$ cat config.mk
export PLATFORM = sky130hd
export DESIGN_NAME = rr_arb16
export DESIGN_NICKNAME = d
export VERILOG_FILES = /design/src/rtl/rr_arb16_pkg.sv /design/src/rtl/rr_arb16_pick.sv /design/src/rtl/rr_arb16.sv
export SDC_FILE = /design/constraint.sdc
export NUM_CORES = 1
export LEC_CHECK = 0
export BUFFER_PORTS_ARGS = -buffer_cell sky130_fd_sc_hd__buf_2
export CAP_MARGIN = 20
export CORE_UTILIZATION = 63
export CTS_CLUSTER_SIZE = 28
export DETAILED_ROUTE_END_ITERATION = 7
export GPL_TIMING_DRIVEN = 1
export PLACE_DENSITY = 0.85
export SYNTH_ARGS = -nofsm -noshare
export SYNTH_HDL_FRONTEND = slang
export SYNTH_HIERARCHICAL = 1
export SYNTH_SLANG_ARGS = --single-unit
$ cat constraint.sdc
create_clock -name clk -period 6.7 [get_ports clk]
set_input_delay 0.67 -clock clk [delete_from_list [all_inputs] [get_ports clk]]
set_output_delay 0.67 -clock clk [all_outputs]
set_load 0.02 [all_outputs]
$ cat src/rtl/rr_arb16_pkg.sv
// Shared types and sizes for the 16-channel round-robin arbiter.
package rr_arb16_pkg;

  localparam int unsigned NCH  = 16;  // number of requesters
  localparam int unsigned IDXW = 4;   // width of a channel index
  localparam int unsigned HCW  = 8;   // width of the grant hold counter

  typedef enum logic [0:0] {
    StIdle,
    StGrant
  } arb_state_e;

endpackage

$ cat src/rtl/rr_arb16_pick.sv
// Circular priority search: first requesting channel at or above ptr, wrapping 15 -> 0.
module rr_pick
  import rr_arb16_pkg::*;
(
  input  logic [NCH-1:0]  req,
  input  logic [IDXW-1:0] ptr,
  output logic [IDXW-1:0] idx,
  output logic            any
);

  logic [IDXW-1:0] cand;

  // Walk the channels starting at ptr; 4-bit addition wraps the search naturally.
  always_comb begin
    idx  = '0;
    any  = 1'b0;
    cand = '0;
    for (int unsigned i = 0; i < NCH; i++) begin
      cand = ptr + IDXW'(i);
      if (!any && req[cand]) begin
        idx = cand;
        any = 1'b1;
      end
    end
  end

endmodule

$ cat src/rtl/rr_arb16.sv
// Round-robin arbiter for 16 requesters with a bounded grant hold time.
module rr_arb16
  import rr_arb16_pkg::*;
#(
  parameter int unsigned MAX_HOLD = 8
) (
  input  logic            clk,
  input  logic            rst,
  input  logic [NCH-1:0]  req,
  output logic [IDXW-1:0] gnt_idx,
  output logic            gnt_en,
  output logic            busy
);

  localparam logic [HCW-1:0] HoldLast = HCW'(MAX_HOLD - 1);

  arb_state_e      state_q, state_d;
  logic [IDXW-1:0] idx_q, idx_d;
  logic            en_q, en_d;
  logic [IDXW-1:0] ptr_q, ptr_d;
  logic [HCW-1:0]  hold_q, hold_d;

  logic [IDXW-1:0] pick_idx;
  logic            pick_any;

  rr_pick u_pick (
    .req (req),
    .ptr (ptr_q),
    .idx (pick_idx),
    .any (pick_any)
  );

  // Next-state: grant from IDLE, count and release from GRANT.
  always_comb begin
    state_d = state_q;
    idx_d   = idx_q;
    en_d    = en_q;
    ptr_d   = ptr_q;
    hold_d  = hold_q;
    case (state_q)
      StIdle: begin
        if (pick_any) begin
          state_d = StGrant;
          idx_d   = pick_idx;
          en_d    = 1'b1;
          hold_d  = '0;
        end
      end
      StGrant: begin
        // Other req bits are deliberately not looked at while a grant is held.
        if (!req[idx_q] || (hold_q == HoldLast)) begin
          state_d = StIdle;
          en_d    = 1'b0;
          ptr_d   = idx_q + IDXW'(1);
        end else begin
          hold_d = hold_q + HCW'(1);
        end
      end
      default: begin
        state_d = StIdle;
        en_d    = 1'b0;
      end
    endcase
  end

  // State and output registers with synchronous reset.
  always_ff @(posedge clk) begin
    if (rst) begin
      state_q <= StIdle;
      idx_q   <= '0;
      en_q    <= 1'b0;
      ptr_q   <= '0;
      hold_q  <= '0;
    end else begin
      state_q <= state_d;
      idx_q   <= idx_d;
      en_q    <= en_d;
      ptr_q   <= ptr_d;
      hold_q  <= hold_d;
    end
  end

  // busy shares the grant-valid flop so the two can never disagree.
  assign gnt_idx = idx_q;
  assign gnt_en  = en_q;
  assign busy    = en_q;

endmodule

# After elaboration in Yosys (flattened, before gate mapping)
# Index checks and enable logic that the tools add are counted.
[totals]
reg_bits = 18
output_inout_bits = 6
word_cells = 155
[op_classes]
addsub = 17
order_cmp = 17
eq_ne = 4
n_mux = 75
n_bitwise = 1
reduce_logical = 36
[op_table]
columns = ["cell", "count"]
rows = [
  ["4-bit by 5-bit < comparator with 1-bit output, second input constant", 17],
  ["1-bit binary-select mux with 4-bit select", 17],
  ["4-bit 2-to-1 mux", 16],
  ["1-bit 2-to-1 mux", 37],
  ["4-bit adder, second input constant", 8],
  ["4-bit by 3-bit adder with 4-bit output, second input constant", 4],
  ["1-bit zero test", 16],
  ["8-bit 2-to-1 mux", 2],
  ["8-bit case mux with 2 select lines", 1],
  ["1-bit logical AND", 15],
  ["4-bit by 1-bit adder with 4-bit output, second input constant", 2],
  ["4-bit by 2-bit adder with 4-bit output, second input constant", 2],
  ["8-bit by 1-bit adder with 8-bit output, second input constant", 1],
  ["8-bit by 3-bit == test with 1-bit output, second input constant", 1],
  ["2-bit AND reduction", 4],
  ["2-bit != test, second input constant", 2],
  ["1-bit case mux with 2 select lines", 2],
  ["2-bit by 1-bit != test with 1-bit output, second input constant", 1],
  ["1-bit logical OR", 1],
  ["1-bit NOT", 1],
]

# Depth between registers and ports, before layout
# Gate-level depths: netlist of run 1.
[logic_depth]
word_depth = 50
depth_mapped = 19
depth_no_buf = 13

# By module
# Netlist of run 1, hierarchy kept.
[by_module_without_submodules]
columns = ["mod", "n_inst", "cells_each", "area_each_um2", "seq_area_each_um2"]
rows = [
  ["rr_pick", 1, 280, 2472.4, 0.0],
  ["rr_arb16", 1, 110, 1029.7, 360.3],
]

# Worst setup path before layout of run 1
# No wires, ideal clock.
[synth_timing]
kind = "reg-to-reg"
startpoint = "register ptr_q[1]"
endpoint = "register idx_q[2] (netlist: gnt_idx[2])"
arrival_ns = 4.572
required_time_ns = 6.566
path_slack_ns = 1.994
stages_incl_launch_ff = 17
synth_period_minus_slack_ns = 4.706
cell_sequence = "dfxtp_1 > clkbuf_1 > clkbuf_1 > clkinv_1 > ha_1 > buf_2 > clkbuf_1 > mux4_2 > mux4_2 > nor3_4 > nand3_2 > or4_1 > buf_2 > o22a_1 > o21a_1 > nand2_1 > a21oi_1"
[synth_via]
elab_cells_between_ends = 110
cone_classes = "add/sub (15); mux (64); reduce/logical (31)"
[synth_lines]
columns = ["item", "line", "rtl"]
rows = [
  ["start, declared", "rr_arb16.sv:20", "logic [IDXW-1:0] ptr_q, ptr_d;"],
  ["start signal, assigned", "rr_arb16.sv:78", "ptr_q <= ptr_d;"],
  ["branches (longest 47 deep; another with 4-bit by 1-bit adder with 4-bit output)", "-", ""],
  ["4-bit 2-to-1 mux *", "rr_arb16_pick.sv:20", "if (!any && req[cand]) begin"],
  ["net pick_idx[2]", "rr_arb16.sv:23", "logic [IDXW-1:0] pick_idx;"],
  ["end signal, assigned", "rr_arb16.sv:76", "idx_q <= idx_d;"],
  ["end, declared", "rr_arb16.sv:18", "logic [IDXW-1:0] idx_q, idx_d;"],
]
# Mark *: on every way through the listed nets, which the timed path passes. The select of a mux whose other input is x is not followed.
# A chain may end at the register's enable or synchronous reset.

# Final worst setup path of run 1
[layout_timing]
startpoint = "register ptr_q[1]"
endpoint = "register hold_q[3]"
[layout_via]
elab_chain_cells = 50
elab_cells_between_ends = 95
cone_classes = "add/sub (15); eq/ne (1); mux (48); reduce/logical (31)"
[layout_rtl]
columns = ["item", "line", "rtl"]
rows = [
  ["branches (longest 47 deep; another with 4-bit by 1-bit adder with 4-bit output)", "-", ""],
  ["1-bit 2-to-1 mux *", "rr_arb16_pick.sv:20", ""],
  ["net pick_any", "rr_arb16.sv:24", "logic pick_any;"],
  ["2-bit != test (no line) *", "-", ""],
  ["2-bit AND reduction (no line) *", "-", ""],
  ["end signal, assigned", "rr_arb16.sv:79", "hold_q <= hold_d;"],
  ["end, declared", "rr_arb16.sv:21", "logic [HCW-1:0] hold_q, hold_d;"],
]
# Marks and branches as above.

==> results of run 1 <==
==> layout by cell type (no fill, tap or decap), drive strengths merged, types with 3 or more instances in the layout <==
| cell type | n |
|---|---|
| xnor2 | 9 |
| nor2 | 17 |
| o22ai | 5 |
| o2111ai | 3 |
| nor3 | 4 |
| o311ai | 3 |
| a31oi | 7 |
| inv | 13 |
| nand4 | 3 |
| and3 | 6 |
| and2 | 7 |
| nand3 | 16 |
| dfxtp | 18 |
| o31a | 3 |
| buf | 29 |
| xor2 | 3 |
| mux2 | 15 |
| mux2i | 28 |
| ha | 9 |
| o211a | 3 |
| nor4b | 4 |
| o21ai | 20 |
| a21o | 3 |
| o211ai | 7 |
| a21oi | 17 |
| or4 | 3 |
| nand2 | 39 |
| a22o | 3 |
| a31o | 3 |
| a211oi | 7 |
| nor2b | 9 |
| mux4 | 36 |
| nand2b | 8 |
| clkbuf | 4 |
==> kinds of logic after synthesis <==
| group | synth area share |
|---|---|
| AOI/OAI and AO/OA | 0.226 |
| xor gates and xnor gates | 0.0322 |
| adders and majority gates | 0.0322 |
| buffers and inverters | 0.0550 |
| DFF | 0.103 |
| muxes | 0.364 |
| and+or+nand+nor | 0.188 |
==> cell usage after synthesis (all sizes together) (4+ instances only) <==
| library cell | count |
|---|---|
| ha | 9 |
| nor3 | 4 |
| nor4b | 4 |
| dfxtp | 18 |
| mux4 | 36 |
| xnor2 | 9 |
| a31oi | 7 |
| and3 | 6 |
| nand3 | 16 |
| nand2b | 8 |
| buf | 12 |
| mux2i | 28 |
| nand2 | 39 |
| mux2 | 15 |
| nor2 | 17 |
| a211oi | 7 |
| inv | 13 |
| a21oi | 17 |
| o22ai | 5 |
| clkbuf | 13 |
| o21ai | 20 |
| and2 | 7 |
| o211ai | 7 |
| nor2b | 9 |
==> worst max-delay path by stage <==
stage,to,depth (start not counted),slack (ns)
floorplan,gnt_idx[2],16,1.99
detailed placement,hold_q[3],12,1.96
global placement,gnt_idx[2],12,2.12
CTS,hold_q[3],12,1.93
finish,hold_q[3],12,1.82
global route,hold_q[3],12,1.45
==> state kept, by name (all words and copies together) (netlist names) <==
name / cells
ptr_q: 4
hold_q: 8
state_q: 1
gnt_idx: 4
busy: 1
==> layout make-up <==
class,instances,area [um2]
Inverter,15,56.3
Tap cell,70,87.6
Antenna cell,1,2.50
Sequential cell,18,362
Timing Repair Buffer,29,160
Multi-Input combinational cell,332,2950
Clock buffer,4,55.1
Fill cell,379,1570
==> per-stage QoR <==
step	utilization	setup slack, ns	cells
final	0.701	1.82	469
after global routing	0.701	1.45	468
after CTS	0.701	1.93	468
after detailed placement	0.690	1.96	464
after global placement	0.690	2.12	464
after floorplan	-	1.99	390
==> worst max-delay path, delay by kind of cell, from the launching register on <==
family,cells,cell delay [ns]
DFF,1,0.35
adders and majority gates,1,0.84
AOI/OAI and AO/OA,2,0.50
and+or+nand+nor,5,1.62
buffers and inverters,1,0.26
muxes,3,1.20
==> layer usage <==
metal / vias up / track usage
li1: 1575 / -
met1: 1695 / 0.504
met2: 343 / 0.607
met3: 85 / 0.0874
met4: 0 / 0.194
met5: - / 0
==> power by group through the flow <==
stage | clock, uW | combinational [uW] | sequential (uW)
2_1_floorplan | 0 | 1170 | 160
3_3_place_gp | 0 | 1450 | 177
3_5_place_dp | 0 | 1480 | 181
4_1_cts | 90.8 | 1480 | 179
5_1_grt | 95.2 | 1640 | 184
6_report | 89.1 | 1550 | 181
==> summary.md, run 1 <==
| Metric | Value |
|---|---|
| Status | finished, final reports clean |
| Share of cells above drive strength 1 | 0.239 |
| FMAX | 0.205 GHz |
| Hold_ws | 0.524 ns |
| Post-synthesis sequential area ratio | 0.103 |
| Initial antenna violation count | 0 |
| First-pass GRT wire length | 17900 um |
| Syn_nets | 417 |
| Routed via count | 3698 |
| DRC Markers | 0 |
| Post-route cell area | 3670 um2 |
| Port Buf Inserts | 23 |
| CP Data Arrival Time | 5.05 ns |
| Netlist cell types | 72 |
| Yosys top cell by area | mux4_2 |
| Pleak | 0.00135 uW |
| Setup crit start | ptr_q[1] |
| Via/cell ratio | 7.88 |
| Final period util | 0.728 |
| Actual slew at the worst max-slew pin | 0.846 ns |
| Number of routed nets with antenna violations | 0 |
| Tot GR Track Use | 0.389 |
| Number of synthesized flops with an enable pin | 0 |
| RSZ-0062 raised after global routing | no |
| Global route overflow | 0 |
| CTS tree | built |
| Core area | 5240 um2 |
| NumNets Final | 426 |
| Vias in the first global route | 3448 |
| Power consumption | 1820 uW |
| Worst R2R End | hold_q[3] |
| Root Buffer | clkbuf_8 |
| Setup CP Type | flip-flop to flip-flop |
| Iter 0 DRT Violations | 462 |
| Share of flip-flops with an asynchronous set or reset | 0 |
| Hold Violations, Final | 0 |
| Yosys reg bits | 18 |
| P&R area growth vs syn | 4.86% |
| Crit path largest cell delay | 0.84 ns |
| Psw | 1010 uW |
| Synth Flop Type | dfxtp_1 |
| Share of the synthesized area in the top cell type | 0.206 |
| Clock sink count | 18 |
| CP Capture Type | flip-flop |
| Initial Utilization | 0.669 |
| Crit path cell chain | clkinv_1, ha_1, mux4_2, mux2i_1, mux2i_1, nor4b_4, nand3_2, nor3_1, nand3_1, nor2b_1, a21o_1, a311oi_2 |
| Max_cap viols | 0 |
| Combinational fraction of design power | 0.852 |
| CTS Hold Buffers Added | 0 |
| DP HPWL | 8130 um |
| Uppermost layer routed | met4 |
| Switch share | 0.556 |
| Reg-to-reg slack, setup | 1.82 ns |
| 1st-pass router iterations | 5 |
| Final Skew | 0.00376 ns |
| Hold EP | hold_q[0] |
| Met1 WL | 3930 um |
| CTS resizes | 0 |
| Final TNS setup | 0 ns |
| Slowest-stage cell, CP | ha_1 |
| DIE WIDTH | 76.6 um |
| Hold Crit Class | flip-flop to flip-flop |
| Pint | 808 uW |
| Worst setup SP type | flip-flop |
| CP required | 6.88 ns |
| Die area | 5860 um2 |
| CTS Buf Count | 3 |
| Worst reg2reg path startpoint | ptr_q[1] |
| Slew HR | 0.432 |
| Cell Area, Synth | 3500 um2 |
| Final Max Slew Viols | 0 |
| Post-CTS Setup Inserts | 0 |
| Pin count of the biggest net entering global routing | 33 |
| Clk pin slew, worst setup/hold paths | 0.07 ns |
| Placer's final routability congestion estimate | 1.05 |
| FP Rows | 26 |
| Final setup viols | 0 |
| DR WL/cell | 23.4 um |
| Pwr Density | 496 nW/um2 |
| Top cell by count, worst path | mux2i_1 |
| Worst skew pair latency | 0.26 ns |
| YS warnings | 6 |
| WHS Path Cells | 2 |
| Clock power frac | 0.049 |
| Mapped Cells | 390 |
| Post-Place Cell Area | 3610 um2 |
| DRT Wirelength | 11000 um |
| Worst R2R Path Depth | 12 |
| HP Start | hold_q[0] |
| Die height | 76.6 um |
| Worst Path Max Fanout | 15 |
| Boundary Pins | 24 |
| Final Critical Period | 4.88 ns |
| Sequential share of power | 0.099 |
| H-tree levels | 1 |
| Wire length on met3 | 1430 um |
| CTS Buffer Depth | 2 |
| Syn avg cell area | 8.98 um2 |
| Synth area leaders | mux4_2 21%, dfxtp_1 10%, mux2i_1 8.0%, mux2_2 4.5%, nand2_1 4.2% |
| Peak supply drop | 0.275 mV |
| DR WL met2 | 4860 um |
Power figures use the tool's default switching activity.
==> inputs of run 2 (changes only) <==
--- a/config.mk
+++ b/config.mk
@@ -5,13 +5,14 @@
 export SDC_FILE = /design/constraint.sdc
 export NUM_CORES = 1
 export LEC_CHECK = 0
+export ABC_AREA = 1
 export BUFFER_PORTS_ARGS = -buffer_cell sky130_fd_sc_hd__buf_2
 export CAP_MARGIN = 20
-export CORE_UTILIZATION = 63
+export CORE_UTILIZATION = 62
 export CTS_CLUSTER_SIZE = 28
 export DETAILED_ROUTE_END_ITERATION = 7
 export GPL_TIMING_DRIVEN = 1
-export PLACE_DENSITY = 0.85
+export PLACE_DENSITY = 0.84
 export SYNTH_ARGS = -nofsm -noshare
 export SYNTH_HDL_FRONTEND = slang
 export SYNTH_HIERARCHICAL = 1
==> constraint.sdc (replaced) <==
create_clock -name clk -period 4.6 [get_ports clk]
set_input_delay 0.46 -clock clk [delete_from_list [all_inputs] [get_ports clk]]
set_output_delay 0.46 -clock clk [all_outputs]
set_load 0.02 [all_outputs]
==> run 2 against run 1 <==
Effect of this change: clock skew fell by 0.0032 ns; cell area fell by 17%; setup slack got worse by 0.99 ns; clock-buffer cell count did not move; register-to-register slack got worse by 0.99 ns; die area fell by 16%; critical path depth rose by 9; flip-flop and latch count did not move; combinational power rose by 43%.
==> summary.md, run 2 <==
| Metric | Value |
|---|---|
| Status | finished, final reports clean |
| Syn avg cell area | 5.78 um2 |
| CTS Hold Buffers Added | 0 |
| RSZ-0062 raised after global routing | no |
| DP Cell Count | 564 |
| XOR/XNOR share of the synthesized area | 0.0533 |
| Actual slew at the worst max-slew pin | 0.773 ns |
| Post-synthesis mux area share | 0 |
| CP required | 4.75 ns |
| Crit path cell chain | inv_2, ha_1, buf_4, inv_1, nand3_1, nand3_1, nand2_1, nand2_2, nand2_4, nor2_8, nand4_4, nor3_2, nand4_2, nor2_4, nand3_4, nor2_4, nand3b_1, nand2_1, inv_1, o21ai_0, nor2_1 |
| Global route overflow | 0 |
| Share of flip-flops with an asynchronous set or reset | 0 |
| Non-Filler Instances | 568 |
| Tot GR Track Use | 0.360 |
| Final Skew | 0.000514 ns |
| Die height | 70.3 um |
| Placer's final routability congestion estimate | 0.978 |
| Pleak | 0.00146 uW |
| Top reg by flops | hold_q |
| Most frequent cells in the layout | 126 x nand2_1, 119 x nand3_1, 50 x nor2_1 |
| Synth area leaders | nand3_1 21%, nand2_1 16%, dfxtp_1 12%, nor2_1 6.5%, inv_1 5.5% |
| Register Area | 360 um2 |
| Final TNS setup | 0 ns |
| P&R area growth vs syn | 5.67% |
| Mapped Cells | 500 |
| Synthesized-area fraction occupied by adder cells | 0.0390 |
| Setup CP Type | flip-flop to flip-flop |
| Final WS setup | 0.840 ns |
| Root Buffer | clkbuf_8 |
| Routed via count | 3510 |
| Synth Area in Simple Gates | 0.604 |
| WHS Path Cells | 2 |
| Initial Utilization | 0.654 |
| Slew HR | 0.481 |
| HP Start | hold_q[6] |
| Switch share | 0.657 |
| Worst setup SP type | flip-flop |
| Max_cap viols | 0 |
| Yosys top cell by area | nand3_1 |
| CTS Buffer Depth | 2 |
| 1st-pass router iterations | 5 |
| Psw | 1710 uW |
| Iter 0 DRT Violations | 375 |
| Syn_nets | 527 |
| Post-CTS Setup Inserts | 0 |
| First-pass GRT wire length | 14400 um |
| Netlist cell types | 39 |
| Number of synthesized flops with an enable pin | 0 |
| Max FFs per register | 8 |
| Pint | 894 uW |
| Worst reg2reg path startpoint | ptr_q[0] |
| NumNets Final | 544 |
| Final Critical Period | 3.76 ns |
| Peak supply drop | 0.451 mV |
| Port Buf Inserts | 23 |
| Hold Violations, Final | 0 |
| Clock sink count | 18 |
| FMAX | 0.266 GHz |
| H-tree levels | 1 |
| Reg-to-reg slack, setup | 0.84 ns |
| DP HPWL | 6810 um |
| DRT Wirelength | 8730 um |
| Post-synthesis sequential area ratio | 0.125 |
| Main combinational cell family by area after synthesis | simple AND/OR/NAND/NOR gates |
| Worst R2R Path Depth | 21 |
| Final Max Slew Viols | 0 |
| Multi-input gate area | 2230 um2 |
| CTS Buf Count | 3 |
| Synth Flop Type | dfxtp_1 |
| Pwr Density | 853 nW/um2 |
| Core area | 4410 um2 |
| Worst Path Max Fanout | 18 |
| Worst R2R End | busy |
| CP Data Arrival Time | 3.91 ns |
| CTS resizes | 0 |
| Crit path largest cell delay | 0.38 ns |
| Worst skew pair latency | 0.25 ns |
| Most common cell after layout, fill and taps aside | nand2_1 |
| DRC Markers | 0 |
| Vias in the first global route | 3210 |
| Via/cell ratio | 6.18 |
| Hold Crit Class | flip-flop to flip-flop |
| Die area | 4940 um2 |
| Crit path max-delay family | simple AND/OR/NAND/NOR gates |
| Top cells by count, synth | 126 x nand2_1, 119 x nand3_1, 50 x nor2_1 |
| Filler Cells Inserted | 395 |
| Number of routed nets with antenna violations | 0 |
| Yosys reg bits | 18 |
| Hold_ws | 0.488 ns |
| Sequential share of power | 0.097 |
| Share of cells above drive strength 1 | 0.145 |
| Hold EP | hold_q[6] |
| Pre-CTS setup slack | 0.901 ns |
| Util after Layout | 0.692 |
| Final period util | 0.817 |
| Share of the synthesized area in the top cell type | 0.206 |
| CTS tree | built |
| Final setup viols | 0 |
| Most common cell in the netlist | nand2_1 |
| Clk pin slew, worst setup/hold paths | 0.07 ns |
| Slowest-stage cell, CP | nand2_1 |
| CP Buf/Inv Count | 4 |
| Boundary Pins | 24 |
| Initial antenna violation count | 0 |
| FP Rows | 24 |
| YS warnings | 6 |
| Clock power frac | 0.050 |
| Diodes inserted | 0 |
| Synth Area in Compound Gates | 0.0741 |
| Pin count of the biggest net entering global routing | 24 |
| Cell Area, Synth | 2890 um2 |
| Combinational fraction of design power | 0.853 |
| DR WL/cell | 15.4 um |
| DIE WIDTH | 70.3 um |
| CP Capture Type | flip-flop |
## run 2: cell types whose count changed in the layout (fill, tap and decap cells not counted), moves of 14 or more
cell | before | now
nand2_1 | 39 | 126
nand4_1 | 3 | 22
inv_1 | 13 | 42
nand3_1 | 15 | 119
mux4_2 | 32 | 0
nor2_1 | 16 | 50
mux2_2 | 14 | 0
mux2i_1 | 28 | 0
## run 2: stage by stage
step,total power (uW),cell area (um2)
floorplan,1930,2890
global placement,2380,3000
detailed placement,2400,3000
CTS,2540,3050
global route,2820,3050
finish,2600,3050
## run 2: layout make-up
class / count / area share
Sequential cell: 18 / 0.118
Multi-Input combinational cell: 417 / 0.729
Clock buffer: 4 / 0.0180
Timing Repair Buffer: 28 / 0.0500
Tap cell: 52 / 0.0213
Inverter: 49 / 0.0635
## run 2: worst min-delay path, delay by kind of cell (launching register included)
kind / cells / cell delay, ns
DFF: 1 / 0.31
and+or+nand+nor: 1 / 0.07
AOI/OAI and AO/OA: 1 / 0.06
## run 2: how the worst max path moves through the flow
stage | end | slack (ns) | start | depth (start not counted)
2_1_floorplan | hold_q[2] | 1.24 | ptr_q[1] | 22
3_3_place_gp | busy | 1.02 | ptr_q[0] | 21
4_1_cts | busy | 0.90 | ptr_q[0] | 21
3_5_place_dp | busy | 0.90 | ptr_q[0] | 21
5_1_grt | busy | 0.48 | ptr_q[0] | 21
6_report | busy | 0.84 | ptr_q[0] | 21
## run 2: power groups by stage
stage	logic [uW]	clock network [uW]	registers, uW
final	2220	129	253
after global routing	2420	137	257
after CTS	2160	129	251
after detailed placement	2140	0	254
after global placement	2130	0	254
after floorplan	1680	0	250
## run 2: cell families after synthesis
logic type,count (synthesis)
fa+ha+maj,9
simple gates,354
xor+xnor,15
compound gates,39
buf+inv,65
flops,18
## run 2: layer usage
layer	track usage	wire length, um	vias to the layer above
li1	-	-	1705
met1	0.455	3670	1583
met2	0.607	4060	186
met3	0.0447	691	36
met4	0.158	308	0
met5	0	0	-
==> inputs of run 3 (changes only) <==
--- a/config.mk
+++ b/config.mk
@@ -5,14 +5,14 @@
 export SDC_FILE = /design/constraint.sdc
 export NUM_CORES = 1
 export LEC_CHECK = 0
-export ABC_AREA = 1
+export ABC_AREA = 0
 export BUFFER_PORTS_ARGS = -buffer_cell sky130_fd_sc_hd__buf_2
 export CAP_MARGIN = 20
-export CORE_UTILIZATION = 62
+export CORE_UTILIZATION = 63
 export CTS_CLUSTER_SIZE = 28
 export DETAILED_ROUTE_END_ITERATION = 7
 export GPL_TIMING_DRIVEN = 1
-export PLACE_DENSITY = 0.84
+export PLACE_DENSITY = 0.85
 export SYNTH_ARGS = -nofsm -noshare
 export SYNTH_HDL_FRONTEND = slang
 export SYNTH_HIERARCHICAL = 1
==> constraint.sdc (replaced) <==
create_clock -name clk -period 3.5 [get_ports clk]
set_input_delay 0.35 -clock clk [delete_from_list [all_inputs] [get_ports clk]]
set_output_delay 0.35 -clock clk [all_outputs]
set_load 0.02 [all_outputs]
==> run 3 against run 2 <==
Effect of this change: the run now ends with setup timing left; largest power group unchanged; global-route usage increased by 7.4 points; critical path type unchanged; sequential share of layout area decreased by 3.3 points; clock-buffer cell count unchanged; combinational power increased by 85%.
==> summary.md, run 3 (synthesis gave the netlist of run 1 again) <==
| Metric | Value |
|---|---|
| Status | complete, but fails checks |
| Violated checks | setup timing |
| First-pass GRT wire length | 20000 um |
| Vias in the first global route | 3841 |
| Actual slew at the worst max-slew pin | 0.915 ns |
| DP HPWL | 9030 um |
| Psw | 2480 uW |
| NumNets Final | 483 |
| Most frequent cells in the layout | 58 x buf_4, 39 x nand2_1, 36 x mux4_2 |
| Reg-to-reg slack, setup | -0.22 ns |
| 1st-pass router iterations | 7 |
| Boundary Pins | 24 |
| Power consumption | 4630 uW |
| Final period util | 1.06 |
| Hold Violations, Final | 0 |
| Initial antenna violation count | 0 |
| Port Buf Inserts | 23 |
| Pin count of the biggest net entering global routing | 33 |
| Via/cell ratio | 8.53 |
| Die area | 5860 um2 |
| Final setup viols | 10 |
| Clock power frac | 0.038 |
| Max FFs per register | 8 |
| Worst skew pair latency | 0.26 ns |
| Number of routed nets with antenna violations | 0 |
| Clk pin slew, worst setup/hold paths | 0.07 ns |
| Post-route cell area | 4340 um2 |
| Sequential share of power | 0.074 |
| Diodes inserted | 0 |
| DRC Markers | 0 |
| Tot GR Track Use | 0.434 |
| Hold Crit Class | primary input to flip-flop |
| Placer's final routability congestion estimate | 0.991 |
| RSZ-0062 raised after global routing | yes |
| DIE WIDTH | 76.6 um |
| Combinational fraction of design power | 0.888 |
| CTS Buf Count | 3 |
| Pleak | 0.00164 uW |
| Share of cells above drive strength 1 | 0.409 |
| CP required | 3.68 ns |
| Global route overflow | 0 |
| Switch share | 0.536 |
| Initial Utilization | 0.669 |
| Most common cell after layout, fill and taps aside | buf_4 |
| DR WL/cell | 29.0 um |
| Pwr Density | 1070 nW/um2 |
| P&R area growth vs syn | 23.8% |
| Die height | 76.6 um |
| CP Capture Type | flip-flop |
| CTS Buffer Depth | 2 |
| Pint | 2150 uW |
| Root Buffer | clkbuf_8 |
| CTS tree | built |
| Final Max Slew Viols | 0 |
| Iter 0 DRT Violations | 832 |
| CP Data Arrival Time | 3.90 ns |
| FP Rows | 26 |
| Core area | 5240 um2 |
| DP Cell Count | 503 |
| Worst setup SP type | flip-flop |
| DRT Wirelength | 15200 um |
| H-tree levels | 1 |
| Final Critical Period | 3.72 ns |
| Worst Path Max Fanout | 6 |
| Peak supply drop | 0.816 mV |
| Final Skew | 0.00592 ns |
| Non-Filler Instances | 525 |
| Max_cap viols | 0 |
| Top reg by flops | hold_q |
| Slew HR | 0.385 |
| Post-Place Cell Area | 3980 um2 |
| Setup CP Type | flip-flop to flip-flop |
| Final WS setup | -0.222 ns |
| Routed via count | 4478 |
| Clock sink count | 18 |
| FMAX | 0.269 GHz |
## run 3: cell count changes in the layout (fill, tap and decap cells not counted), moves of 10 or more
cell,delta
mux2_2,+12
nand2_2,-10
inv_1,-30
buf_4,+53
mux4_2,+36
mux2i_1,+20
nor2_1,-34
nand2_1,-87
nand3_1,-105
nand4_1,-19
a21oi_1,-10
## run 3: layout make-up
type / count / area (um2)
inverter: 15 / 63.8
tap: 70 / 87.6
clock buffer: 4 / 55.1
timing repair buffer: 86 / 633
fill: 264 / 901
multi-input combinational: 332 / 3130
sequential: 18 / 369
## run 3: final timing paths
kind,cells past startpoint,from,to
worst max-delay path,16,ptr_q[0],gnt_idx[3]
worst min-delay path,2,rst,gnt_idx[2]
worst max register to register,16,ptr_q[0],gnt_idx[3]
worst min register to register,2,gnt_idx[3],gnt_idx[3]
## run 3: power by group through the flow
stage / Clock, uW / Sequential, uW / Combinational [uW]
3_3_place_gp: 0 / 323 / 3230
6_report: 174 / 343 / 4110
2_1_floorplan: 0 / 308 / 2320
3_5_place_dp: 0 / 331 / 3300
5_1_grt: 178 / 348 / 4200
4_1_cts: 171 / 328 / 3350
## run 3: through the flow
stage | worst slack [ns] | setup TNS (ns) | util | hold WS [ns]
2_1_floorplan | -0.252 | -1.79 | - | 0.475
3_3_place_gp | 0.0822 | 0 | 0.760 | 0.497
3_5_place_dp | -0.0546 | -0.0787 | 0.760 | 0.527
4_1_cts | 0.0101 | 0 | 0.775 | 0.474
5_1_grt | -0.295 | -1.42 | 0.828 | 0.504
6_report | -0.222 | -0.805 | 0.828 | 0.500
## run 3: what timing repair did
action	CTS	global route
setup buffers	1	17
hold buffers	0	0
pin swaps	1	6
gates resized for setup	4	43
setup endpoints to repair	3	14
## run 3: critical path, cell delays in order, from the launching register on
cell and delay (ns):
dfxtp_4 0.41, inv_4 0.05, ha_4 0.33, buf_6 0.13, buf_4 0.10, mux4_2 0.36
mux2i_4 0.22, buf_4 0.15, mux2i_1 0.17, buf_4 0.20, a311oi_1 0.32, o22ai_1 0.23
a32oi_1 0.29, nand3_1 0.15, a31oi_2 0.28, nand2_1 0.08, a21oi_1 0.17
## run 3: metal layers
metal  track usage  wire, um  up-vias
met4         0.173      1650        2
met5             0        23        -
met1         0.580      4810     1989
li1              -         -     1678
met2         0.702      6280      583
met3        0.0707      2440      226
